### config.mk
export PLATFORM = sky130hd
export DESIGN_NAME = spi_lcd_sink
export DESIGN_NICKNAME = d
export VERILOG_FILES = /design/src/rtl/spi_lcd_pkg.sv /design/src/rtl/spi_lcd_sink_rx.sv /design/src/rtl/spi_lcd_sink.sv
export SDC_FILE = /design/constraint.sdc
export NUM_CORES = 1
export LEC_CHECK = 0
export ABC_AREA = 1
export ABC_CLOCK_PERIOD_IN_PS = 3820
export BUFFER_PORTS_ARGS = -buffer_cell sky130_fd_sc_hd__buf_2
export CORE_ASPECT_RATIO = 1.75
export CORE_MARGIN = 2
export CORE_UTILIZATION = 35
export DETAILED_ROUTE_END_ITERATION = 10
export GPL_TIMING_DRIVEN = 0
export MAX_ROUTING_LAYER = met4
export PLACE_DENSITY_LB_ADDON = 0.08
export SETUP_SLACK_MARGIN = 0.15
export SYNTH_ARGS = -nofsm -noshare
export SYNTH_HDL_FRONTEND = slang
export SYNTH_SLANG_ARGS = --single-unit
### constraint.sdc
create_clock -name i_clk -period 3.82 [get_ports i_clk]
set_input_delay 0 -clock i_clk [delete_from_list [all_inputs] [get_ports i_clk]]
set_output_delay 0 -clock i_clk [all_outputs]
set_load 0.02 [all_outputs]
### src/rtl/spi_lcd_pkg.sv
`default_nettype none
// ============================================================================
// Module  : spi_lcd_pkg
// Purpose : Shared opcodes, decoder state encoding and pixel type for the
//           SPI LCD receive-side model.
// Ports   : (package, no ports)
// Revision: 1.0 - initial release
// ============================================================================
package spi_lcd_pkg;

    // Panel opcodes recognised by the decoder
    localparam logic [7:0] C_SLPIN   = 8'h10;
    localparam logic [7:0] C_SLPOUT  = 8'h11;
    localparam logic [7:0] C_DISPOFF = 8'h28;
    localparam logic [7:0] C_DISPON  = 8'h29;
    localparam logic [7:0] C_CASET   = 8'h2A;
    localparam logic [7:0] C_RASET   = 8'h2B;
    localparam logic [7:0] C_RAMWR   = 8'h2C;

    typedef enum logic [2:0] {
        ST_IDLE   = 3'd0,
        ST_CASET  = 3'd1,
        ST_RASET  = 3'd2,
        ST_RAMWR  = 3'd3,
        ST_IGNORE = 3'd4
    } dec_state_t;

    typedef struct packed {
        logic [4:0] r;
        logic [5:0] g;
        logic [4:0] b;
    } rgb565_t;

    // Window arguments arrive as two bytes, high first; each byte is merged
    // into the 16-bit view of the current register value as it arrives.
    function automatic logic [15:0] merge_arg(input logic [15:0] cur,
                                              input logic [7:0]  b,
                                              input logic        lo_half);
        return lo_half ? {cur[15:8], b} : {b, cur[7:0]};
    endfunction

endpackage
`default_nettype wire

### src/rtl/spi_lcd_sink_rx.sv
`default_nettype none
// ============================================================================
// Module  : spi_byte_rx
// Purpose : SPI byte receiver. Synchronises SCK/CS/DC/MOSI into clk, detects
//           SCK rising edges while CS is low, and assembles MSB-first bytes.
// Ports   : i_clk, i_resetn      - system clock, sync active-low reset
//           i_sck, i_cs_n,
//           i_dc, i_mosi         - raw SPI inputs
//           o_byte_valid         - one-cycle pulse, full byte received
//           o_byte, o_dc         - byte value and DC captured with bit 8
//           o_err                - pulse: CS rose with a partial byte
// Revision: 1.0 - initial release
// ============================================================================
module spi_byte_rx (
    input  logic       i_clk,
    input  logic       i_resetn,
    input  logic       i_sck,
    input  logic       i_cs_n,
    input  logic       i_dc,
    input  logic       i_mosi,
    output logic       o_byte_valid,
    output logic [7:0] o_byte,
    output logic       o_dc,
    output logic       o_err
);

    // [0],[1] form the two-flop synchroniser; [2] is the edge-detect history
    logic [2:0] r_sck_q;
    logic [2:0] r_cs_q;
    logic [1:0] r_dc_q;
    logic [1:0] r_mosi_q;
    logic [7:0] r_shift;
    logic [2:0] r_cnt;
    logic       r_byte_valid;
    logic [7:0] r_byte;
    logic       r_dc;
    logic       r_err;

    logic       w_sck_rise;
    logic       w_cs_rise;
    logic [7:0] w_shift_nxt;

    assign w_sck_rise  = r_sck_q[1] & ~r_sck_q[2];
    assign w_cs_rise   = r_cs_q[1] & ~r_cs_q[2];
    assign w_shift_nxt = {r_shift[6:0], r_mosi_q[1]};

    always_ff @(posedge i_clk) begin
        if (!i_resetn) begin
            r_sck_q      <= 3'b000;
            r_cs_q       <= 3'b111;
            r_dc_q       <= 2'b00;
            r_mosi_q     <= 2'b00;
            r_shift      <= 8'h00;
            r_cnt        <= 3'd0;
            r_byte_valid <= 1'b0;
            r_byte       <= 8'h00;
            r_dc         <= 1'b0;
            r_err        <= 1'b0;
        end else begin
            r_sck_q      <= {r_sck_q[1:0], i_sck};
            r_cs_q       <= {r_cs_q[1:0], i_cs_n};
            r_dc_q       <= {r_dc_q[0], i_dc};
            r_mosi_q     <= {r_mosi_q[0], i_mosi};
            r_byte_valid <= 1'b0;
            r_err        <= 1'b0;
            if (w_cs_rise) begin
                r_cnt <= 3'd0;
                r_err <= (r_cnt != 3'd0);
            end else if (w_sck_rise && !r_cs_q[1]) begin
                r_shift <= w_shift_nxt;
                r_cnt   <= r_cnt + 3'd1;
                if (r_cnt == 3'd7) begin
                    r_byte_valid <= 1'b1;
                    r_byte       <= w_shift_nxt;
                    r_dc         <= r_dc_q[1];
                end
            end
        end
    end

    assign o_byte_valid = r_byte_valid;
    assign o_byte       = r_byte;
    assign o_dc         = r_dc;
    assign o_err        = r_err;

endmodule
`default_nettype wire

### src/rtl/spi_lcd_sink.sv
`default_nettype none
// ============================================================================
// Module  : spi_lcd_sink
// Purpose : Receive-side model of a write-only ST7789-style SPI LCD link.
//           Decodes SLPIN/SLPOUT, DISPON/DISPOFF, CASET, RASET and RAMWR and
//           emits an RGB565 pixel stream with window coordinates.
// Ports   : i_clk, i_resetn               - clock, sync active-low reset
//           i_spi_sck/cs_n/dc/mosi        - SPI link from the driver
//           o_cmd_valid, o_cmd_byte       - command pulse / held opcode
//           o_pix_valid, o_pix_data,
//           o_pix_x, o_pix_y              - pixel pulse, value, coordinates
//           o_frame_done                  - last pixel of the window
//           o_sleep_out, o_display_on     - panel state levels
//           o_err                         - partial byte or invalid window
// Revision: 1.0 - initial release
// ============================================================================
module spi_lcd_sink
    import spi_lcd_pkg::*;
#(
    parameter int COORD_W = 9,
    parameter int DEF_XE  = 239,
    parameter int DEF_YE  = 134
) (
    input  logic               i_clk,
    input  logic               i_resetn,
    input  logic               i_spi_sck,
    input  logic               i_spi_cs_n,
    input  logic               i_spi_dc,
    input  logic               i_spi_mosi,
    output logic               o_cmd_valid,
    output logic [7:0]         o_cmd_byte,
    output logic               o_pix_valid,
    output logic [15:0]        o_pix_data,
    output logic [COORD_W-1:0] o_pix_x,
    output logic [COORD_W-1:0] o_pix_y,
    output logic               o_frame_done,
    output logic               o_sleep_out,
    output logic               o_display_on,
    output logic               o_err
);

    logic               w_byte_valid;
    logic [7:0]         w_byte;
    logic               w_dc;
    logic               w_rx_err;

    dec_state_t         r_state;
    dec_state_t         w_state_nxt;
    logic [1:0]         r_arg_idx;
    logic               r_phase;
    logic [7:0]         r_hi;
    logic [COORD_W-1:0] r_xs, r_xe, r_ys, r_ye;
    logic [COORD_W-1:0] r_x, r_y;

    logic               r_cmd_valid;
    logic [7:0]         r_cmd_byte;
    logic               r_pix_valid;
    rgb565_t            r_pix_data;
    logic [COORD_W-1:0] r_pix_x, r_pix_y;
    logic               r_frame_done;
    logic               r_sleep_out;
    logic               r_display_on;
    logic               r_err;

    logic               w_win_bad;
    logic [COORD_W-1:0] w_arg_cur;
    logic [COORD_W-1:0] w_arg_new;

    spi_byte_rx u_rx (
        .i_clk        (i_clk),
        .i_resetn     (i_resetn),
        .i_sck        (i_spi_sck),
        .i_cs_n       (i_spi_cs_n),
        .i_dc         (i_spi_dc),
        .i_mosi       (i_spi_mosi),
        .o_byte_valid (w_byte_valid),
        .o_byte       (w_byte),
        .o_dc         (w_dc),
        .o_err        (w_rx_err)
    );

    // Argument index bit 1 selects start/end, bit 0 selects high/low byte.
    // Coordinates are assumed no wider than 16 bits.
    always_comb begin
        w_win_bad = (r_xs > r_xe) || (r_ys > r_ye);
        if (r_state == ST_CASET) begin
            w_arg_cur = r_arg_idx[1] ? r_xe : r_xs;
        end else begin
            w_arg_cur = r_arg_idx[1] ? r_ye : r_ys;
        end
        w_arg_new = COORD_W'(merge_arg(16'(w_arg_cur), w_byte, r_arg_idx[0]));
    end

    always_ff @(posedge i_clk) begin
        if (!i_resetn) begin
            r_state <= ST_IDLE;
        end else begin
            r_state <= w_state_nxt;
        end
    end

    always_comb begin
        w_state_nxt = r_state;
        if (w_byte_valid) begin
            if (!w_dc) begin
                case (w_byte)
                    C_CASET: w_state_nxt = ST_CASET;
                    C_RASET: w_state_nxt = ST_RASET;
                    C_RAMWR: w_state_nxt = w_win_bad ? ST_IGNORE : ST_RAMWR;
                    default: w_state_nxt = ST_IGNORE;
                endcase
            end else if ((r_state == ST_CASET || r_state == ST_RASET) &&
                         r_arg_idx == 2'd3) begin
                w_state_nxt = ST_IGNORE;
            end
        end
    end

    always_ff @(posedge i_clk) begin
        if (!i_resetn) begin
            r_arg_idx    <= 2'd0;
            r_phase      <= 1'b0;
            r_hi         <= 8'h00;
            r_xs         <= '0;
            r_xe         <= COORD_W'(DEF_XE);
            r_ys         <= '0;
            r_ye         <= COORD_W'(DEF_YE);
            r_x          <= '0;
            r_y          <= '0;
            r_cmd_valid  <= 1'b0;
            r_cmd_byte   <= 8'h00;
            r_pix_valid  <= 1'b0;
            r_pix_data   <= '0;
            r_pix_x      <= '0;
            r_pix_y      <= '0;
            r_frame_done <= 1'b0;
            r_sleep_out  <= 1'b0;
            r_display_on <= 1'b0;
            r_err        <= 1'b0;
        end else begin
            r_cmd_valid  <= 1'b0;
            r_pix_valid  <= 1'b0;
            r_frame_done <= 1'b0;
            r_err        <= w_rx_err;
            if (w_byte_valid) begin
                if (!w_dc) begin
                    // A command always ends any stream; a pending high byte
                    // is simply forgotten by clearing the phase.
                    r_cmd_valid <= 1'b1;
                    r_cmd_byte  <= w_byte;
                    r_arg_idx   <= 2'd0;
                    r_phase     <= 1'b0;
                    case (w_byte)
                        C_SLPOUT:  r_sleep_out  <= 1'b1;
                        C_SLPIN:   r_sleep_out  <= 1'b0;
                        C_DISPON:  r_display_on <= 1'b1;
                        C_DISPOFF: r_display_on <= 1'b0;
                        C_RAMWR: begin
                            r_x <= r_xs;
                            r_y <= r_ys;
                            if (w_win_bad) begin
                                r_err <= 1'b1;
                            end
                        end
                        default: ;
                    endcase
                end else begin
                    case (r_state)
                        ST_CASET: begin
                            if (r_arg_idx[1]) r_xe <= w_arg_new;
                            else              r_xs <= w_arg_new;
                            r_arg_idx <= r_arg_idx + 2'd1;
                        end
                        ST_RASET: begin
                            if (r_arg_idx[1]) r_ye <= w_arg_new;
                            else              r_ys <= w_arg_new;
                            r_arg_idx <= r_arg_idx + 2'd1;
                        end
                        ST_RAMWR: begin
                            if (!r_phase) begin
                                r_hi    <= w_byte;
                                r_phase <= 1'b1;
                            end else begin
                                r_phase     <= 1'b0;
                                r_pix_valid <= 1'b1;
                                r_pix_data  <= {r_hi, w_byte};
                                r_pix_x     <= r_x;
                                r_pix_y     <= r_y;
                                // Raster advance; past the window end the
                                // stream wraps to the window origin.
                                if (r_x == r_xe) begin
                                    r_x <= r_xs;
                                    if (r_y == r_ye) begin
                                        r_y          <= r_ys;
                                        r_frame_done <= 1'b1;
                                    end else begin
                                        r_y <= r_y + COORD_W'(1);
                                    end
                                end else begin
                                    r_x <= r_x + COORD_W'(1);
                                end
                            end
                        end
                        default: ;
                    endcase
                end
            end
        end
    end

    assign o_cmd_valid  = r_cmd_valid;
    assign o_cmd_byte   = r_cmd_byte;
    assign o_pix_valid  = r_pix_valid;
    assign o_pix_data   = r_pix_data;
    assign o_pix_x      = r_pix_x;
    assign o_pix_y      = r_pix_y;
    assign o_frame_done = r_frame_done;
    assign o_sleep_out  = r_sleep_out;
    assign o_display_on = r_display_on;
    assign o_err        = r_err;

endmodule
`default_nettype wire

; Word-level counts from Yosys, hierarchy flattened
; Cells that the tools add are included.
[totals]
regBits = 147
inputBits = 6
output_inout_bits = 48
elab_cells = 133
[classes]
n_addsub = 4
magnitude_cmp = 2
eq_ne = 19
muxes = 34
bitwise_logic = 10
reduce_logical = 32
[ops]
columns = op, count
row1 = 2-to-1 mux 9 bit, 15
row2 = "== test 8 x 6 -> 1 bit, second input constant", 5
row3 = AND reduction 4 bit, 8
row4 = "adder 9 x 1 -> 9 bit, second input constant", 2
row5 = == test 9 bit, 2
row6 = greater-than comparator 9 bit, 2
row7 = "== test 8 x 5 -> 1 bit, second input constant", 2
row8 = AND reduction 2 bit, 7
row9 = 2-to-1 mux 1 bit, 11
row10 = "inequality test 2 bit, second input constant", 5
row11 = 2-to-1 mux 3 bit, 3
row12 = case mux 3 bit (3 select lines), 1
row13 = AND reduction 3 bit, 3
row14 = NOT 1 bit, 8
row15 = "== test 3 x 2 -> 1 bit, second input constant", 2
row16 = AND reduction 6 bit, 1
row17 = nonzero test 2 bit, 3
row18 = AND reduction 5 bit, 1
row19 = 2-to-1 mux 2 bit, 2
row20 = case mux 1 bit (2 select lines), 2
row21 = OR reduction 2 bit, 2
row22 = "adder 3 x 1 -> 3 bit, second input constant", 1
row23 = "== test 3 x 1 -> 1 bit, second input constant", 1
row24 = "== test 3 bit, second input constant", 1
row25 = 8 further kinds, 11

; Depth between registers and ports, before layout
; Gate-level depths: netlist of run 1.
[logic_depth]
word_depth = 6
ltp_mapped = 12
ltp_nobuf = 12

; Cells and area by module
; Synthesis of run 1 repeated with hierarchy kept, for this count alone.
[hier_totals]
hier_cells = 974
hier_area_um2 = 6957.9
[modules_own_cells]
columns = module, instances, cells_per_inst, area_each_um2, seq_area_each_um2
row1 = spi_lcd_sink, 1, 827, 5770.5, 2322.2
row2 = spi_byte_rx, 1, 147, 1187.4, 620.6

; Worst setup path before layout of run 1
; No wires, ideal clock.
[synth_path]
path_kind = register to register
start = register r_xe[8]
end = register r_state[0]
setup_time_ns = 0.112
arrival_time_ns = 1.367
t_required_ns = 3.708
slack_ns = 2.341
path_stages_with_launch = 12
n_path_buf = 0
synth_period_minus_slack_ns = 1.479
path_cell_list = dfxtp_1 > inv_1 > ha_1 > nand2_1 > nor3_1 > nand2_1 > nand3_1 > nand2_1 > nand3_1 > nand2_1 > nand2_1 > nand2_1
[synth_via]
elab_chain_len = 5
[synth_rtl]
columns = element, line
row1 = from (decl), spi_lcd_sink.sv:52  ; logic [COORD_W-1:0] r_xs, r_xe, r_ys, r_ye;
row2 = from (signal assigned), spi_lcd_sink.sv:125  ; r_xe <= COORD_W'(DEF_XE);
row3 = from (signal assigned), spi_lcd_sink.sv:170  ; if (r_arg_idx[1]) r_xe <= w_arg_new;
row4 = greater-than comparator 9 bit, spi_lcd_sink.sv:85  ; w_win_bad = (r_xs > r_xe) || (r_ys > r_ye);
row5 = logical OR 1 bit, spi_lcd_sink.sv:85
row6 = 2-to-1 mux 3 bit, spi_lcd_sink.sv:109  ; C_RAMWR: w_state_nxt = w_win_bad ? ST_IGNORE : ST_RAMWR;
row7 = case mux 3 bit (3 select lines), spi_lcd_sink.sv:106  ; case (w_byte)
row8 = 2-to-1 mux 3 bit, spi_lcd_sink.sv:105  ; if (!w_dc) begin
row9 = to (signal assigned), spi_lcd_sink.sv:98  ; r_state <= w_state_nxt;
row10 = to (decl), spi_lcd_sink.sv:47  ; dec_state_t r_state;
; No other way between the ends.
; A chain may end at the register's enable or synchronous reset.

; Final worst setup path of run 1
[layout_path]
start = register r_arg_idx[1]
end = register r_ys[8]
[layout_via]
elab_chain_len = 3
elab_cells_between_ends = 6
classes_between = 4 x mux / 1 x bitwise / 1 x reduce/logical
[layout_rtl]
columns = element, line
row1 = from (decl), spi_lcd_sink.sv:49  ; logic [1:0] r_arg_idx;
row2 = from (signal assigned), spi_lcd_sink.sv:172  ; r_arg_idx <= r_arg_idx + 2'd1;
row3 = from (signal assigned), spi_lcd_sink.sv:177  ; r_arg_idx <= r_arg_idx + 2'd1;
row4 = "2-to-1 mux 9 bit, on equally long branches", "spi_lcd_sink.sv:89, spi_lcd_sink.sv:87"
row5 = 2-to-1 mux 9 bit, spi_lcd_sink.sv:86  ; if (r_state == ST_CASET) begin
row6 = 2-to-1 mux 9 bit, spi_lcd_pkg.sv:39  ; return lo_half ? {cur[15:8], b} : {b, cur[7:0]};
row7 = to (signal assigned), spi_lcd_sink.sv:176  ; else r_ys <= w_arg_new;
row8 = to (decl), spi_lcd_sink.sv:52
; Several ways; a longest one is shown, not always the timed one.

==> results_tabular.tex, run 1 <==
\begin{tabular}{lr}
\hline
Metric & Value \\
\hline
\multicolumn{2}{l}{\textbf{Outcome}} \\
\quad Run status & finished, final reports clean \\
\multicolumn{2}{l}{\textbf{Layout}} \\
\quad Commonest cells after routing, fill and taps aside & 160 x sky130\_fd\_sc\_hd\_\_nand2\_1, 147 x sky130\_fd\_sc\_hd\_\_dfxtp\_1, 124 x sky130\_fd\_sc\_hd\_\_inv\_1, 120 x sky130\_fd\_sc\_hd\_\_o21ai\_0, 108 x sky130\_fd\_sc\_hd\_\_a21oi\_1 \\
\quad Most frequent standard cell in the layout excluding fill and tap cells & sky130\_fd\_sc\_hd\_\_nand2\_1 \\
\quad Post-route cell area & $\sim$8000 sq um \\
\quad Fraction of final layout cells sized beyond drive strength 1 & 11.5\% \\
\quad Filler cells & between 2k and 2.5k \\
\quad Final antenna diode count & 0 \\
\quad Area overhead of the layout relative to synthesis & 17.0\% \\
\quad Number of nets in the finished design & 1055 \\
\multicolumn{2}{l}{\textbf{Global routing}} \\
\quad Number of antenna violations at the first check in global routing & 0 \\
\quad Met1 Usage GRT & between 20\% and 30\% \\
\quad Global-route met2 utilization & 43.0\% \\
\quad Global-route congestion overflow total & 0 \\
\quad First-pass GRT wire length & 34800 um \\
\quad Vias in the first global route & roughly 6k \\
\quad GR Util met3 & under 10\% \\
\quad Largest net degree at the start of global routing & 17 \\
\quad Global-route total usage across every layer & between 20\% and 30\% \\
\quad Busiest layer in global routing & met2 \\
\multicolumn{2}{l}{\textbf{Clock network}} \\
\quad Count of cells resized by post-cts repair & 0 \\
\quad Clock tree from TritonCTS & done \\
\quad Clock-pin slew on the worst setup and hold paths & 60 ps \\
\quad Number of clock buffers inserted by TritonCTS & 17 \\
\quad Insertion delay to the later sink of the worst-skew pair & approximately 430 ps \\
\quad Post-CTS Setup Repair Bufs & 0 \\
\quad Maximum root-to-sink buffer count & 2 \\
\quad Post-cts hold buffer count & 4 \\
\quad H-tree depth reported by CTS & 4 \\
\quad Clock Sinks & 147 \\
\quad Buffer cell driving the clock tree root & sky130\_fd\_sc\_hd\_\_clkbuf\_16 \\
\multicolumn{2}{l}{\textbf{Floorplan}} \\
\quad Effective utilization at floorplan & 35.6\% \\
\quad Width of the die & 110 um \\
\quad Std cell rows & between 60 and 70 \\
\quad Total core area & roughly 19000 sq um \\
\quad Top-level I/O count & between 50 and 60 \\
\quad Die Outline Area & 20700 sq um \\
\quad Die height & about 190 um \\
\multicolumn{2}{l}{\textbf{Logic synthesis}} \\
\quad Number of synthesized register bits & 147 \\
\quad Ys Warns & 0 \\
\quad Post-Synthesis Cell Area & 6840 sq um \\
\quad Synth Instances & about 950 \\
\quad Post-Syn Area per Cell & roughly 7 sq um \\
\quad Count of flip-flops with a built-in enable after synthesis & 0 \\
\quad Share of synthesized area occupied by flip-flops and latches & 43.0\% \\
\quad Largest family of logic cells by synthesized area & simple AND/OR/NAND/NOR gates \\
\quad Area fraction in compound gates after synthesis & 19.3\% \\
\quad Number of distinct standard cells referenced by the synthesized netlist & 37 \\
\quad Post-Synthesis Net Count & approximately 980 \\
\quad Async set-or-reset flop fraction in the synthesized netlist & 0\% \\
\quad Synthesized-area fraction occupied by xor and xnor cells & 1.54\% \\
\quad Dominant synthesized flop cell & sky130\_fd\_sc\_hd\_\_dfxtp\_1 \\
\quad Post-synthesis mux area share & 0\% \\
\quad Basic-gate share of the synthesized area counting and, or, nand and nor cells & 21.7\% \\
\quad Adder-cell share of the synthesized area & under 10\% \\
\multicolumn{2}{l}{\textbf{Power}} \\
\quad Combinational Power Share & 1.8\% \\
\quad Part of the total power dissipated in the clock network & 50.2\% \\
\quad Sw Share & 22.2\% \\
\quad Pint & 2.49 mW \\
\quad Maximum ir drop on the vdd rail & around 0.3 mV \\
\quad Total chip power & between 3 and 4 mW \\
\quad Switching Power & 0.712 mW \\
\quad Cell Pwr Density & 400 nW/um\^{}2 \\
\quad Static leakage & 3.94 nW \\
\quad Sequential fraction of design power & 48.1\% \\
\multicolumn{2}{l}{\textbf{Timing}} \\
\quad Transition at the pin with the smallest max-transition slack & 739 ps \\
\quad Count of endpoints failing hold in the final timing report & 0 \\
\quad Sum of negative setup slack & 0 ps \\
\quad Unrepaired setup endpoints after global routing & no \\
\quad Final period demand of the worst path & between 1500 and 2000 ps \\
\quad Setup Viol. Count Final & 0 \\
\quad Maximum clock frequency & 513 MHz \\
\quad Max Clock Skew & 7.60 ps \\
\quad Tightest slew margin relative to the limit & 50.3\% \\
\quad Slew Limit Fails & 0 \\
\quad Final worst-path cycle share & 51.1\% \\
\multicolumn{2}{l}{\textbf{Placed design}} \\
\quad RD Place Congestion & 0.915 \\
\quad Placed Instance Area & 7410 sq um \\
\quad Total of buffers placed on input and output ports & 53 \\
\quad Half-perimeter wire length after placement & about 18000 um \\
\multicolumn{2}{l}{\textbf{Setup path}} \\
\quad Critical Path, Cell by Cell & clkbuf\_1 -> nor2\_1 -> nand2\_1 -> clkbuf\_1 -> a21oi\_1 -> o21ai\_0 -> inv\_1 \\
\quad Largest fanout of any net on the critical path & 10 \\
\quad Most prevalent standard cell on the critical path & sky130\_fd\_sc\_hd\_\_clkbuf\_1 \\
\quad R2r endpoint & r\_ys[8]\$\_SDFFE\_PN0P\_ \\
\quad Type of the worst setup path & flop to flop \\
\quad Worst EP arrival & 2270 ps \\
\quad Nature of the critical path endpoint & flop \\
\quad Worst reg2reg startpoint & r\_arg\_idx[1]\$\_SDFFE\_PN0P\_ \\
\quad Largest stage delay, worst path & 390 ps \\
\quad Standard cell with the maximum stage delay on the critical path & sky130\_fd\_sc\_hd\_\_clkbuf\_1 \\
\quad Setup crit start kind & flop \\
\quad Reg2reg setup slack & 1870 ps \\
\quad Number of cell instances on the worst register-to-register path & 7 \\
\quad Critical path data required time & just over 4000 ps \\
\multicolumn{2}{l}{\textbf{Worst hold path}} \\
\quad Startpoint of the most critical hold path & i\_resetn \\
\quad Class of the tightest hold or removal check & input pin to flop \\
\quad Worst hold stages & 3 \\
\quad Worst hold path endpoint & o\_frame\_done\$\_SDFF\_PN0\_ \\
\multicolumn{2}{l}{\textbf{Routing}} \\
\quad Number of design rule violations left after detail routing & 0 \\
\quad Number of detailed-route iterations in the first pass & 5 \\
\quad Routed wirelength normalized by instance count & around 18 um \\
\quad Post-DR vias/cell & 5.02 \\
\quad Vias & 6416 \\
\quad ANT nets after route & 0 \\
\quad Initial DRC Count & 308 \\
\quad Post-detailed-routing wire length & between 20000 and 25000 um \\
\multicolumn{2}{l}{\textbf{Flow run}} \\
\quad Max capacitance violation total & 0 \\
\hline
\end{tabular}
[power groups by stage]
| stage | Combinational [mW] | Sequential, mW | Clock, mW |
|---|---|---|---|
| global route | 0.0627 | 1.54 | 1.70 |
| CTS | 0.0574 | 1.54 | 1.64 |
| detailed placement | 0.0544 | 1.57 | 0 |
| floorplan | 0.0310 | 1.57 | 0 |
| finish | 0.0568 | 1.54 | 1.61 |
| global placement | 0.0539 | 1.58 | 0 |
[routing by layer]
| metal | up-vias | share of wire, % |
|---|---|---|
| met5 | - | 0 |
| met1 | 2955 | 37 |
| li1 | 3251 | - |
| met4 | 0 | 5.5 |
| met3 | 62 | 2.9 |
| met2 | 148 | 55 |
[Yosys cell counts (3+ instances only)]
master,number,area share [%]
sky130_fd_sc_hd__inv_1,124,6.8
sky130_fd_sc_hd__o21ai_1,5,0.37
sky130_fd_sc_hd__o21ai_0,120,8.8
sky130_fd_sc_hd__xnor2_1,5,0.64
sky130_fd_sc_hd__or2_2,3,0.27
sky130_fd_sc_hd__clkbuf_1,26,1.4
sky130_fd_sc_hd__a31oi_1,10,0.91
sky130_fd_sc_hd__nor3_1,3,0.22
sky130_fd_sc_hd__a211oi_1,6,0.66
sky130_fd_sc_hd__nand2_4,3,0.49
sky130_fd_sc_hd__nor2_1,98,5.4
sky130_fd_sc_hd__dfxtp_1,147,43
sky130_fd_sc_hd__inv_2,6,0.33
sky130_fd_sc_hd__nand2_1,160,8.8
sky130_fd_sc_hd__buf_4,4,0.44
sky130_fd_sc_hd__nor2_2,4,0.37
sky130_fd_sc_hd__buf_6,3,0.49
sky130_fd_sc_hd__nand3_1,43,3.1
sky130_fd_sc_hd__nand4_1,13,1.2
sky130_fd_sc_hd__xor2_1,7,0.90
sky130_fd_sc_hd__nand2_2,3,0.27
sky130_fd_sc_hd__ha_1,24,4.4
sky130_fd_sc_hd__nor4_1,3,0.27
sky130_fd_sc_hd__a21oi_1,108,7.9
sky130_fd_sc_hd__buf_2,5,0.37
[worst max-delay path by stage]
stage	startpoint	to	cells past startpoint
3_5_place_dp	r_arg_idx[1]$_SDFFE_PN0P_	r_ys[8]$_SDFFE_PN0P_	7
5_1_grt	r_state[2]$_SDFFE_PN0P_	r_xe[5]$_SDFFE_PN1P_	7
6_report	r_arg_idx[1]$_SDFFE_PN0P_	r_ys[8]$_SDFFE_PN0P_	7
3_3_place_gp	r_arg_idx[1]$_SDFFE_PN0P_	r_ys[8]$_SDFFE_PN0P_	7
2_1_floorplan	r_xe[8]$_SDFFE_PN0P_	r_state[0]$_SDFFE_PN0P_	11
4_1_cts	r_state[2]$_SDFFE_PN0P_	r_xe[5]$_SDFFE_PN1P_	7
[final cells by class]
type | count | area [sq um] | share of cell area (%)
clock inverters | 9 | 81.3 | 1.02
inverters | 132 | 495 | 6.19
multi-input cells | 630 | 3210 | 40.1
plain buffers | 40 | 194 | 2.42
flip-flops and latches | 147 | 2940 | 36.8
clock buffers | 22 | 474 | 5.92
repair buffers | 57 | 305 | 3.81
well taps | 241 | 302 | 3.77
[flip-flops by register name, summed over array words and instances (netlist names), 2 cells and up]
signal / cells
u_rx.r_cnt: 3
o_cmd_byte: 8
o_pix_data: 16
u_rx.o_byte: 8
r_arg_idx: 2
r_x: 9
r_state: 3
o_pix_y: 9
r_hi: 8
u_rx.r_sck_q: 3
u_rx.r_shift: 7
u_rx.r_cs_q: 3
r_xe: 9
r_ye: 9
r_ys: 9
u_rx.r_dc_q: 2
r_y: 9
u_rx.r_mosi_q: 2
r_xs: 9
o_pix_x: 9
[per-stage QoR]
stage | utilization [%] | worst slack, ps | hold slack, ps | std cells
6_report | 41.7 | 1870 | 48.9 | 1278
5_1_grt | 41.7 | 1700 | 39.8 | 1278
4_1_cts | 41.7 | 1880 | 41.2 | 1278
3_5_place_dp | 38.6 | 1910 | 184 | 1243
3_3_place_gp | 38.6 | 1870 | 182 | 1243
2_1_floorplan | - | 2340 | 97.6 | 949
[critical path: cells and delay by family, from the launching register on]
family | cells | cell delay (ps)
buffers and inverters | 3 | 820
AOI/OAI and AO/OA | 2 | 210
DFF | 1 | 360
and+or+nand+nor | 2 | 440
[cells by family (layout without fill, tap and decap cells)]
logic type / count (synthesis) / in the layout
adders and majority gates: 24 / 24
AOI/OAI and AO/OA: 254 / 254
buffers and inverters: 172 / 260
and+or+nand+nor: 340 / 340
DFF: 147 / 147
xor gates and xnor gates: 12 / 12
Note: power is estimated with default switching activity, not from simulation.
==> inputs of run 2 (changes only) <==
--- a/config.mk
+++ b/config.mk
@@ -5,8 +5,8 @@
 export SDC_FILE = /design/constraint.sdc
 export NUM_CORES = 1
 export LEC_CHECK = 0
-export ABC_AREA = 1
-export ABC_CLOCK_PERIOD_IN_PS = 3820
+export ABC_AREA = 0
+export ABC_CLOCK_PERIOD_IN_PS = 1650
 export BUFFER_PORTS_ARGS = -buffer_cell sky130_fd_sc_hd__buf_2
 export CORE_ASPECT_RATIO = 1.75
 export CORE_MARGIN = 2
==> constraint.sdc (replaced) <==
create_clock -name i_clk -period 1.65 [get_ports i_clk]
set_input_delay 0 -clock i_clk [delete_from_list [all_inputs] [get_ports i_clk]]
set_output_delay 0 -clock i_clk [all_outputs]
set_load 0.02 [all_outputs]
==> run 2 against run 1 <==
- the flow now finishes with violations (setup timing)
- sequential cell count stayed put
- first-iteration DRC count is 22% lower
- utilization is 11 points higher
- synthesized area is 4.7% lower
- register-to-register slack worse by 2400 ps
- design area is 22% higher
- critical path type unchanged
- critical endpoint is now r_x[8]$_SDFFE_PN0P_
==> results_tabular.tex, run 2 <==
\begin{tabular}{lr}
\hline
Metric & Value \\
\hline
\multicolumn{2}{l}{\textbf{Outcome}} \\
\quad Run status & complete, but fails checks (was finished, final reports clean) \\
\quad Violated checks & setup timing \\
\multicolumn{2}{l}{\textbf{Logic synthesis}} \\
\quad Number of synthesized register bits & 147 (unchanged) \\
\quad Post-Synthesis Net Count & 799 (was 979) \\
\quad Post-Synthesis Cell Area & 6520 sq um (was 6840 sq um) \\
\quad Top cell type by total area after synthesis & sky130\_fd\_sc\_hd\_\_dfxtp\_1 (unchanged) \\
\quad Count of flip-flops with a built-in enable after synthesis & 0 (unchanged) \\
\quad Number of distinct standard cells referenced by the synthesized netlist & 57 (was 37) \\
\quad Leading cell types by count after synthesis & 162 x sky130\_fd\_sc\_hd\_\_nand2\_1, 147 x sky130\_fd\_sc\_hd\_\_dfxtp\_1, 108 x sky130\_fd\_sc\_hd\_\_a21oi\_1 (was 160 x sky130\_fd\_sc\_hd\_\_nand2\_1, 147 x sky130\_fd\_sc\_hd\_\_dfxtp\_1, 124 x sky130\_fd\_sc\_hd\_\_inv\_1) \\
\quad Async set-or-reset flop fraction in the synthesized netlist & 0\% (unchanged) \\
\quad Top post-synthesis cells by area & sky130\_fd\_sc\_hd\_\_dfxtp\_1 45\%, sky130\_fd\_sc\_hd\_\_nand2\_1 9.3\%, sky130\_fd\_sc\_hd\_\_a21oi\_1 8.3\% (was sky130\_fd\_sc\_hd\_\_dfxtp\_1 43\%, sky130\_fd\_sc\_hd\_\_nand2\_1 8.8\%, sky130\_fd\_sc\_hd\_\_o21ai\_0 8.8\%) \\
\quad Share of synthesized area occupied by flip-flops and latches & 45.1\% (was 43.0\%) \\
\quad Most instantiated library cell after synthesis & sky130\_fd\_sc\_hd\_\_nand2\_1 (unchanged) \\
\quad Dominant synthesized flop cell & sky130\_fd\_sc\_hd\_\_dfxtp\_1 (unchanged) \\
\quad Fraction of synthesized cell area taken by the top area cell type & 45.1\% (was 43.0\%) \\
\quad Ys Warns & 0 (unchanged) \\
\quad Synth Instances & 769 (was 949) \\
\quad Post-Syn Area per Cell & 8.48 sq um (was 7.21 sq um) \\
\multicolumn{2}{l}{\textbf{Floorplan}} \\
\quad Die Outline Area & 19800 sq um (was 20700 sq um) \\
\quad Effective utilization at floorplan & 35.4\% (was 35.6\%) \\
\quad Width of the die & 107 um (was 110 um) \\
\quad Total core area & 18400 sq um (was 19200 sq um) \\
\quad Top-level I/O count & 54 (unchanged) \\
\quad Std cell rows & 66 (was 67) \\
\quad Die height & 185 um (was 189 um) \\
\multicolumn{2}{l}{\textbf{Setup path}} \\
\quad Worst EP arrival & 2570 ps (was 2270 ps) \\
\quad Nature of the critical path endpoint & flop (unchanged) \\
\quad Type of the worst setup path & flop to flop (unchanged) \\
\quad Largest fanout of any net on the critical path & 5 (was 10) \\
\quad Critical path data required time & 2000 ps (was 4140 ps) \\
\quad Setup crit start kind & flop (unchanged) \\
\multicolumn{2}{l}{\textbf{Power}} \\
\quad Cell Pwr Density & 781 nW/um\^{}2 (was 400 nW/um\^{}2) \\
\quad Maximum ir drop on the vdd rail & 0.570 mV (was 0.301 mV) \\
\quad Static leakage & 3.76 nW (was 3.94 nW) \\
\multicolumn{2}{l}{\textbf{Placed design}} \\
\quad Half-perimeter wire length after placement & 15900 um (was 17500 um) \\
\quad DP Cell Count & 1060 (was 1243) \\
\quad RD Place Congestion & 0.885 (was 0.915) \\
\quad Total of buffers placed on input and output ports & 53 (unchanged) \\
\multicolumn{2}{l}{\textbf{Layout}} \\
\quad Filler cells & 1689 (was 2036) \\
\quad Area overhead of the layout relative to synthesis & 49.3\% (was 17.0\%) \\
\quad Final cell utilization of the core & 52.9\% (was 41.7\%) \\
\quad Most frequent standard cell in the layout excluding fill and tap cells & sky130\_fd\_sc\_hd\_\_nand2\_1 (unchanged) \\
\quad Flip-flop count of the largest register after layout & 16 (unchanged) \\
\quad Number of nets in the finished design & 957 (was 1055) \\
\quad Final antenna diode count & 0 (unchanged) \\
\quad Fraction of final layout cells sized beyond drive strength 1 & 40.2\% (was 11.5\%) \\
\quad Commonest cells after routing, fill and taps aside & 123 x sky130\_fd\_sc\_hd\_\_nand2\_1, 116 x sky130\_fd\_sc\_hd\_\_dfxtp\_1, 71 x sky130\_fd\_sc\_hd\_\_a21oi\_1, 56 x sky130\_fd\_sc\_hd\_\_buf\_2, 38 x sky130\_fd\_sc\_hd\_\_buf\_6 (was 160 x sky130\_fd\_sc\_hd\_\_nand2\_1, 147 x sky130\_fd\_sc\_hd\_\_dfxtp\_1, 124 x sky130\_fd\_sc\_hd\_\_inv\_1, 120 x sky130\_fd\_sc\_hd\_\_o21ai\_0, 108 x sky130\_fd\_sc\_hd\_\_a21oi\_1) \\
\quad Post-layout instance count excluding filler cells & 1178 (was 1278) \\
\multicolumn{2}{l}{\textbf{Routing}} \\
\quad Number of design rule violations left after detail routing & 0 (unchanged) \\
\quad Post-detailed-routing wire length & 23100 um (was 22900 um) \\
\quad Routed wirelength normalized by instance count & 19.6 um (was 17.9 um) \\
\quad Initial DRC Count & 239 (was 308) \\
\quad Vias & 6237 (was 6416) \\
\quad Post-DR vias/cell & 5.29 (was 5.02) \\
\quad ANT nets after route & 0 (unchanged) \\
\quad Number of detailed-route iterations in the first pass & 7 (was 5) \\
\multicolumn{2}{l}{\textbf{Global routing}} \\
\quad Global-route total usage across every layer & 23.5\% (was 23.7\%) \\
\quad Largest net degree at the start of global routing & 17 (unchanged) \\
\quad Number of antenna violations at the first check in global routing & 0 (unchanged) \\
\quad Global-route congestion overflow total & 0 (unchanged) \\
\quad Vias in the first global route & 5885 (was 6115) \\
\quad First-pass GRT wire length & 33400 um (was 34800 um) \\
\multicolumn{2}{l}{\textbf{Timing}} \\
\quad Slew Limit Fails & 0 (unchanged) \\
\quad Max Clock Skew & 6.57 ps (was 7.60 ps) \\
\quad Count of endpoints failing hold in the final timing report & 0 (unchanged) \\
\quad Maximum clock frequency & 450 MHz (was 513 MHz) \\
\quad Setup Viol. Count Final & 103 (was 0) \\
\quad Unrepaired setup endpoints after global routing & yes (was no) \\
\quad Final period demand of the worst path & 2220 ps (was 1950 ps) \\
\quad Transition at the pin with the smallest max-transition slack & 777 ps (was 739 ps) \\
\quad Final worst-path cycle share & 135\% (was 51.1\%) \\
\quad Tightest slew margin relative to the limit & 48.2\% (was 50.3\%) \\
\quad Worst path setup slack after routing & -570 ps (was 1870 ps) \\
\multicolumn{2}{l}{\textbf{Clock network}} \\
\quad Clock-pin slew on the worst setup and hold paths & 70 ps (was 60 ps) \\
\quad Clock tree from TritonCTS & done (unchanged) \\
\quad Buffer cell driving the clock tree root & sky130\_fd\_sc\_hd\_\_clkbuf\_16 (unchanged) \\
\quad H-tree depth reported by CTS & 4 (unchanged) \\
\quad Clock Sinks & 147 (unchanged) \\
\quad Insertion delay to the later sink of the worst-skew pair & 430 ps (about the same) \\
\quad Number of clock buffers inserted by TritonCTS & 17 (unchanged) \\
\quad Maximum root-to-sink buffer count & 2 (unchanged) \\
\multicolumn{2}{l}{\textbf{Worst hold path}} \\
\quad Class of the tightest hold or removal check & input pin to flop (unchanged) \\
\multicolumn{2}{l}{\textbf{Flow run}} \\
\quad Max capacitance violation total & 0 (unchanged) \\
\hline
\end{tabular}
## run 2: changes by cell type in the layout (fill, tap and decap cells not counted), moves of 28 or more
cell	change
sky130_fd_sc_hd__nand3_1	-39
sky130_fd_sc_hd__a21oi_2	+37
sky130_fd_sc_hd__nand2_1	-37
sky130_fd_sc_hd__o21ai_0	-99
sky130_fd_sc_hd__a21oi_1	-37
sky130_fd_sc_hd__inv_1	-98
sky130_fd_sc_hd__nor2_1	-71
sky130_fd_sc_hd__buf_4	+28
sky130_fd_sc_hd__dfxtp_1	-31
sky130_fd_sc_hd__buf_6	+35
## run 2: metrics by stage
stage / instance area, sq um / setup WS, ps / TNS, ps / power [mW] / hold WS [ps]
after global placement: 7290 / -1090 / -37360 / 3.74 / 181
after floorplan: 6720 / -407 / -5280 / 3.70 / 101
after CTS: 8780 / -597 / -13280 / 7.69 / 42.2
final: 9730 / -570 / -23240 / 7.61 / 79.9
after global routing: 9730 / -628 / -30830 / 7.83 / 62.2
after detailed placement: 7290 / -1140 / -41290 / 3.75 / 194
## run 2: area by class of cell
class | instances | area [sq um] | area share, %
Clock buffer | 17 | 425 | 4.37
Tap cell | 238 | 298 | 3.06
Sequential cell | 147 | 3020 | 31.0
Clock inverter | 15 | 173 | 1.77
Timing Repair Buffer | 139 | 1260 | 12.9
Buffer | 45 | 384 | 3.95
Multi-Input combinational cell | 548 | 4060 | 41.7
Inverter | 29 | 118 | 1.21
## run 2: power by group
group	leakage (nW)	internal, mW	switching, mW
combinational	2.28	0.0295	0.0930
sequential	1.20	3.53	0.00357
clock	0.286	2.27	1.67
## run 2: worst paths after layout
path	slack (ps)	start	depth (start not counted)	to
worst min register to register	420	u_rx.r_cs_q[0]$_SDFF_PN1_	1	u_rx.r_cs_q[1]$_SDFF_PN1_
worst max register to register	-570	u_rx.o_byte[6]$_SDFFE_PN0P_	8	r_x[8]$_SDFFE_PN0P_
worst max-delay path	-570	u_rx.o_byte[6]$_SDFFE_PN0P_	8	r_x[8]$_SDFFE_PN0P_
worst min-delay path	80	i_resetn	3	o_pix_valid$_SDFF_PN0_
## run 2: cell families after synthesis
| logic type | count (synthesis) | share of synthesized area (%) |
|---|---|---|
| AO/OA/AOI/OAI | 200 | 17.1 |
| XOR/XNOR | 24 | 3.22 |
| adder cells (fa/ha/maj) | 24 | 4.61 |
| buffers and inverters | 74 | 4.43 |
| flip-flops | 147 | 45.1 |
| multiplexers | 31 | 6.51 |
| AND/OR/NAND/NOR | 269 | 18.9 |
## run 2: critical path, stage by stage, from the launching register on
cell and delay, ps:
sky130_fd_sc_hd__dfxtp_4 350, sky130_fd_sc_hd__or4b_4 570, sky130_fd_sc_hd__nor4_4 140, sky130_fd_sc_hd__buf_4 180
sky130_fd_sc_hd__nand2b_4 140, sky130_fd_sc_hd__buf_8 120, sky130_fd_sc_hd__nand4_4 130, sky130_fd_sc_hd__or3_1 380
sky130_fd_sc_hd__a31oi_1 140
## run 2: timing repair
action	in CTS	in global routing
setup buffers	45	31
endpoints found under the hold margin	4	0
gates cloned	1	5
resized for setup	120	194
pin swaps	25	50
hold buffers	4	0
setup endpoints to repair	116	110
## run 2: per-layer routing
metal  track usage, %  vias up  share of wire [%]
li1                 -     2973                  -
met1             23.3     2996                 36
met2             41.5      201                 54
met3             3.57       67                4.1
met4             16.1        0                6.6
met5                -        -                  0
==> inputs of run 3 (changes only) <==
--- a/config.mk
+++ b/config.mk
@@ -8,9 +8,12 @@
 export ABC_AREA = 0
 export ABC_CLOCK_PERIOD_IN_PS = 1650
 export BUFFER_PORTS_ARGS = -buffer_cell sky130_fd_sc_hd__buf_2
+export CELL_PAD_IN_SITES_DETAIL_PLACEMENT = 1
+export CELL_PAD_IN_SITES_GLOBAL_PLACEMENT = 2
 export CORE_ASPECT_RATIO = 1.75
 export CORE_MARGIN = 2
-export CORE_UTILIZATION = 35
+export CORE_UTILIZATION = 33
+export CTS_BUF_LIST = sky130_fd_sc_hd__clkbuf_4 sky130_fd_sc_hd__clkbuf_8 sky130_fd_sc_hd__clkbuf_16
 export DETAILED_ROUTE_END_ITERATION = 10
 export GPL_TIMING_DRIVEN = 0
 export MAX_ROUTING_LAYER = met4
==> run 3 against run 2 <==
- the run still ends with setup timing left
- register-to-register slack about the same
- design area is 2.0% lower
- die area up 5.9%
- count of clock-buffer cells in the layout is 3 higher
- clock power about the same
- combinational power hardly changed
- wire length rose by 8.6%
- non-clock buffer count rose by 2
- critical path type unchanged
- highest routed layer unchanged
==> results_tabular.tex, run 3 (synthesis results as in run 2) <==
\begin{tabular}{lr}
\hline
Metric & Value \\
\hline
\multicolumn{2}{l}{\textbf{Timing}} \\
\quad Min Hold Slack & 37.8 ps (was 79.9 ps) \\
\quad Worst path setup slack after routing & -567 ps (was -570 ps) \\
\quad Slew Limit Fails & 0 (unchanged) \\
\quad Count of endpoints failing hold in the final timing report & 0 (unchanged) \\
\quad Tightest slew margin relative to the limit & 47.3\% (was 48.2\%) \\
\quad Max Clock Skew & 12.1 ps (was 6.57 ps) \\
\quad Maximum clock frequency & 451 MHz (was 450 MHz) \\
\quad Final worst-path cycle share & 134\% (was 135\%) \\
\quad Setup Viol. Count Final & 88 (was 103) \\
\quad Transition at the pin with the smallest max-transition slack & 790 ps (was 777 ps) \\
\quad Unrepaired setup endpoints after global routing & yes (unchanged) \\
\quad Final period demand of the worst path & 2220 ps (about the same) \\
\multicolumn{2}{l}{\textbf{Worst hold path}} \\
\quad Class of the tightest hold or removal check & input pin to flop (unchanged) \\
\multicolumn{2}{l}{\textbf{Setup path}} \\
\quad Startpoint of the most critical setup path & u\_rx.o\_byte[7]\$\_SDFFE\_PN0P\_ (was u\_rx.o\_byte[6]\$\_SDFFE\_PN0P\_) \\
\quad Worst EP arrival & 2550 ps (was 2570 ps) \\
\quad Largest fanout of any net on the critical path & 3 (was 5) \\
\quad Type of the worst setup path & flop to flop (unchanged) \\
\quad Standard cell with the maximum stage delay on the critical path & sky130\_fd\_sc\_hd\_\_or4b\_4 (unchanged) \\
\quad Critical path data required time & 1990 ps (was 2000 ps) \\
\quad Critical Path, Cell by Cell & or4b\_4 -> buf\_4 -> buf\_6 -> or4b\_4 -> inv\_2 -> a22oi\_1 -> a21oi\_1 (was or4b\_4 -> nor4\_4 -> buf\_4 -> nand2b\_4 -> buf\_8 -> nand4\_4 -> or3\_1 -> a31oi\_1) \\
\quad Nature of the critical path endpoint & flop (unchanged) \\
\quad Crit path buffers/inverters & 3 (was 2) \\
\quad Reg2reg setup slack & -570 ps (about the same) \\
\quad Worst reg2reg startpoint & u\_rx.o\_byte[7]\$\_SDFFE\_PN0P\_ (was u\_rx.o\_byte[6]\$\_SDFFE\_PN0P\_) \\
\quad Worst setup path end & r\_state[1]\$\_SDFFE\_PN0P\_ (was r\_x[8]\$\_SDFFE\_PN0P\_) \\
\quad Number of stages on the worst setup path & 7 (was 8) \\
\quad Family with the most delay on the worst path & simple AND/OR/NAND/NOR gates (unchanged) \\
\quad Setup crit start kind & flop (unchanged) \\
\quad Largest stage delay, worst path & 560 ps (was 570 ps) \\
\quad Number of cell instances on the worst register-to-register path & 7 (was 8) \\
\quad R2r endpoint & r\_state[1]\$\_SDFFE\_PN0P\_ (was r\_x[8]\$\_SDFFE\_PN0P\_) \\
\quad Most prevalent standard cell on the critical path & sky130\_fd\_sc\_hd\_\_or4b\_4 \\
\multicolumn{2}{l}{\textbf{Clock network}} \\
\quad Clock Sinks & 147 (unchanged) \\
\quad Maximum root-to-sink buffer count & 2 (unchanged) \\
\quad Insertion delay to the later sink of the worst-skew pair & 430 ps (about the same) \\
\quad Buffer cell driving the clock tree root & sky130\_fd\_sc\_hd\_\_clkbuf\_16 (unchanged) \\
\quad Clock tree from TritonCTS & done (unchanged) \\
\quad Number of clock buffers inserted by TritonCTS & 17 (unchanged) \\
\quad Clock-pin slew on the worst setup and hold paths & 60 ps (was 70 ps) \\
\quad H-tree depth reported by CTS & 4 (unchanged) \\
\multicolumn{2}{l}{\textbf{Placed design}} \\
\quad DP Cell Count & 1067 (was 1060) \\
\quad Dpl ws & -1120 ps (was -1140 ps) \\
\quad Half-perimeter wire length after placement & 17300 um (was 15900 um) \\
\quad RD Place Congestion & 0.859 (was 0.885) \\
\quad Total of buffers placed on input and output ports & 53 (unchanged) \\
\multicolumn{2}{l}{\textbf{Routing}} \\
\quad Number of design rule violations left after detail routing & 0 (unchanged) \\
\quad ANT nets after route & 0 (unchanged) \\
\quad Post-DR vias/cell & 5.27 (was 5.29) \\
\quad Post-detailed-routing wire length & 25000 um (was 23100 um) \\
\quad Vias & 6259 (was 6237) \\
\quad Number of detailed-route iterations in the first pass & 4 (was 7) \\
\quad Routed wirelength normalized by instance count & 21.1 um (was 19.6 um) \\
\quad Initial DRC Count & 259 (was 239) \\
\multicolumn{2}{l}{\textbf{Layout}} \\
\quad Flip-flop count of the largest register after layout & 16 (unchanged) \\
\quad Final antenna diode count & 0 (unchanged) \\
\quad Number of nets in the finished design & 959 (was 957) \\
\quad Most frequent standard cell in the layout excluding fill and tap cells & sky130\_fd\_sc\_hd\_\_nand2\_1 (unchanged) \\
\quad Fraction of final layout cells sized beyond drive strength 1 & 38.4\% (was 40.2\%) \\
\quad Post-layout instance count excluding filler cells & 1187 (was 1178) \\
\quad Area overhead of the layout relative to synthesis & 46.3\% (was 49.3\%) \\
\quad Commonest cells after routing, fill and taps aside & 143 x sky130\_fd\_sc\_hd\_\_nand2\_1, 114 x sky130\_fd\_sc\_hd\_\_dfxtp\_1, 73 x sky130\_fd\_sc\_hd\_\_a21oi\_1, 56 x sky130\_fd\_sc\_hd\_\_buf\_2, 42 x sky130\_fd\_sc\_hd\_\_buf\_6 (was 123 x sky130\_fd\_sc\_hd\_\_nand2\_1, 116 x sky130\_fd\_sc\_hd\_\_dfxtp\_1, 71 x sky130\_fd\_sc\_hd\_\_a21oi\_1, 56 x sky130\_fd\_sc\_hd\_\_buf\_2, 38 x sky130\_fd\_sc\_hd\_\_buf\_6) \\
\multicolumn{2}{l}{\textbf{Global routing}} \\
\quad Number of antenna violations at the first check in global routing & 0 (unchanged) \\
\quad Global-route total usage across every layer & 24.8\% (was 23.5\%) \\
\quad Vias in the first global route & 6405 (was 5885) \\
\quad Global-route congestion overflow total & 0 (unchanged) \\
\quad First-pass GRT wire length & 37200 um (was 33400 um) \\
\quad Largest net degree at the start of global routing & 17 (unchanged) \\
\multicolumn{2}{l}{\textbf{Outcome}} \\
\quad Violated checks & setup timing (unchanged) \\
\quad Run status & complete, but fails checks (unchanged) \\
\multicolumn{2}{l}{\textbf{Power}} \\
\quad Maximum ir drop on the vdd rail & 0.880 mV (was 0.570 mV) \\
\quad Combinational Power Share & 1.6\% (about the same) \\
\quad Static leakage & 3.65 nW (was 3.76 nW) \\
\quad Sw Share & 22.6\% (was 23.2\%) \\
\quad Pint & 5.87 mW (was 5.84 mW) \\
\quad Total chip power & 7.59 mW (was 7.61 mW) \\
\quad Part of the total power dissipated in the clock network & 51.7\% (was 51.9\%) \\
\quad Cell Pwr Density & 796 nW/um\^{}2 (was 781 nW/um\^{}2) \\
\quad Switching Power & 1.72 mW (was 1.77 mW) \\
\quad Sequential fraction of design power & 46.7\% (was 46.5\%) \\
\multicolumn{2}{l}{\textbf{Floorplan}} \\
\quad Top-level I/O count & 54 (unchanged) \\
\quad Effective utilization at floorplan & 33.3\% (was 35.4\%) \\
\quad Width of the die & 110 um (was 107 um) \\
\quad Total core area & 19600 sq um (was 18400 sq um) \\
\quad Die Outline Area & 20900 sq um (was 19800 sq um) \\
\quad Std cell rows & 68 (was 66) \\
\quad Die height & 190 um (was 185 um) \\
\multicolumn{2}{l}{\textbf{Flow run}} \\
\quad Max capacitance violation total & 0 (unchanged) \\
\hline
\end{tabular}
run 3: cell count changes in the layout (fill, tap and decap cells not counted), moves of 4 or more:
cell	previous run	this run
sky130_fd_sc_hd__clkbuf_8	2	7
sky130_fd_sc_hd__buf_8	12	7
sky130_fd_sc_hd__nand2_4	13	9
sky130_fd_sc_hd__o21ai_1	27	18
sky130_fd_sc_hd__o21ai_2	8	12
sky130_fd_sc_hd__nand2_1	123	143
sky130_fd_sc_hd__buf_6	38	42
sky130_fd_sc_hd__dfxtp_2	17	22
sky130_fd_sc_hd__clkbuf_4	2	9
sky130_fd_sc_hd__o21ai_0	21	27
sky130_fd_sc_hd__nand2_2	25	10
run 3: metal layers:
metal / share of wire (%) / vias to the layer above / wire length [um] / global-route usage [%]
met5: 0 / - / 0 / -
met3: 2.6 / 57 / 655 / 3.29
met1: 36 / 3094 / 9060 / 24.9
met2: 56 / 125 / 14100 / 46.3
li1: - / 2983 / - / -
met4: 4.7 / 0 / 1180 / 10.7
run 3: power by group through the flow:
stage	Clock, mW	Sequential (mW)	Combinational [mW]
after floorplan	0	3.64	0.0569
after global placement	0	3.64	0.108
after detailed placement	0	3.64	0.110
after CTS	3.97	3.55	0.119
after global routing	4.12	3.54	0.131
final	3.92	3.54	0.119
run 3: how the worst min path moves through the flow:
| stage | from | to | slack [ps] | cells past startpoint |
|---|---|---|---|---|
| after global routing | i_resetn | o_pix_valid$_SDFF_PN0_ | 60 | 3 |
| after global placement | i_spi_cs_n | u_rx.r_cs_q[0]$_SDFF_PN1_ | 180 | 2 |
| after floorplan | i_spi_cs_n | u_rx.r_cs_q[0]$_SDFF_PN1_ | 100 | 1 |
| final | i_resetn | o_pix_valid$_SDFF_PN0_ | 40 | 3 |
| after CTS | i_resetn | o_pix_valid$_SDFF_PN0_ | 50 | 3 |
| after detailed placement | i_spi_cs_n | u_rx.r_cs_q[0]$_SDFF_PN1_ | 200 | 2 |
run 3: repair_timing:
action / in CTS / in global routing
endpoints found under the hold margin: 4 / 0
resized for setup: 114 / 155
cloned: 2 / 3
hold buffers: 4 / 0
pin swaps: 27 / 38
buffers inserted: 39 / 40
setup endpoints to repair: 123 / 109
run 3: area by class of cell:
class | instances | area, sq um
clock inverter | 12 | 130
timing repair buffer | 141 | 1210
tap | 245 | 307
clock buffer | 20 | 454
inverter | 29 | 115
sequential | 147 | 3010
buffer | 45 | 375
multi-input combinational | 548 | 3940
fill | 2262 | 10000
run 3: tightest hold or removal path, cell delays in order:
cell and delay, ps:
sky130_fd_sc_hd__buf_2 140, sky130_fd_sc_hd__inv_1 210, sky130_fd_sc_hd__nor2_2 80
run 3: metrics by stage:
stage | utilization (%) | setup TNS [ps] | area, sq um
final | 48.7 | -19450 | 9540
after global routing | 48.7 | -25390 | 9540
after CTS | 44.4 | -13840 | 8690
after detailed placement | 37.3 | -44690 | 7290
after global placement | 37.3 | -40800 | 7290
after floorplan | - | -5280 | 6720
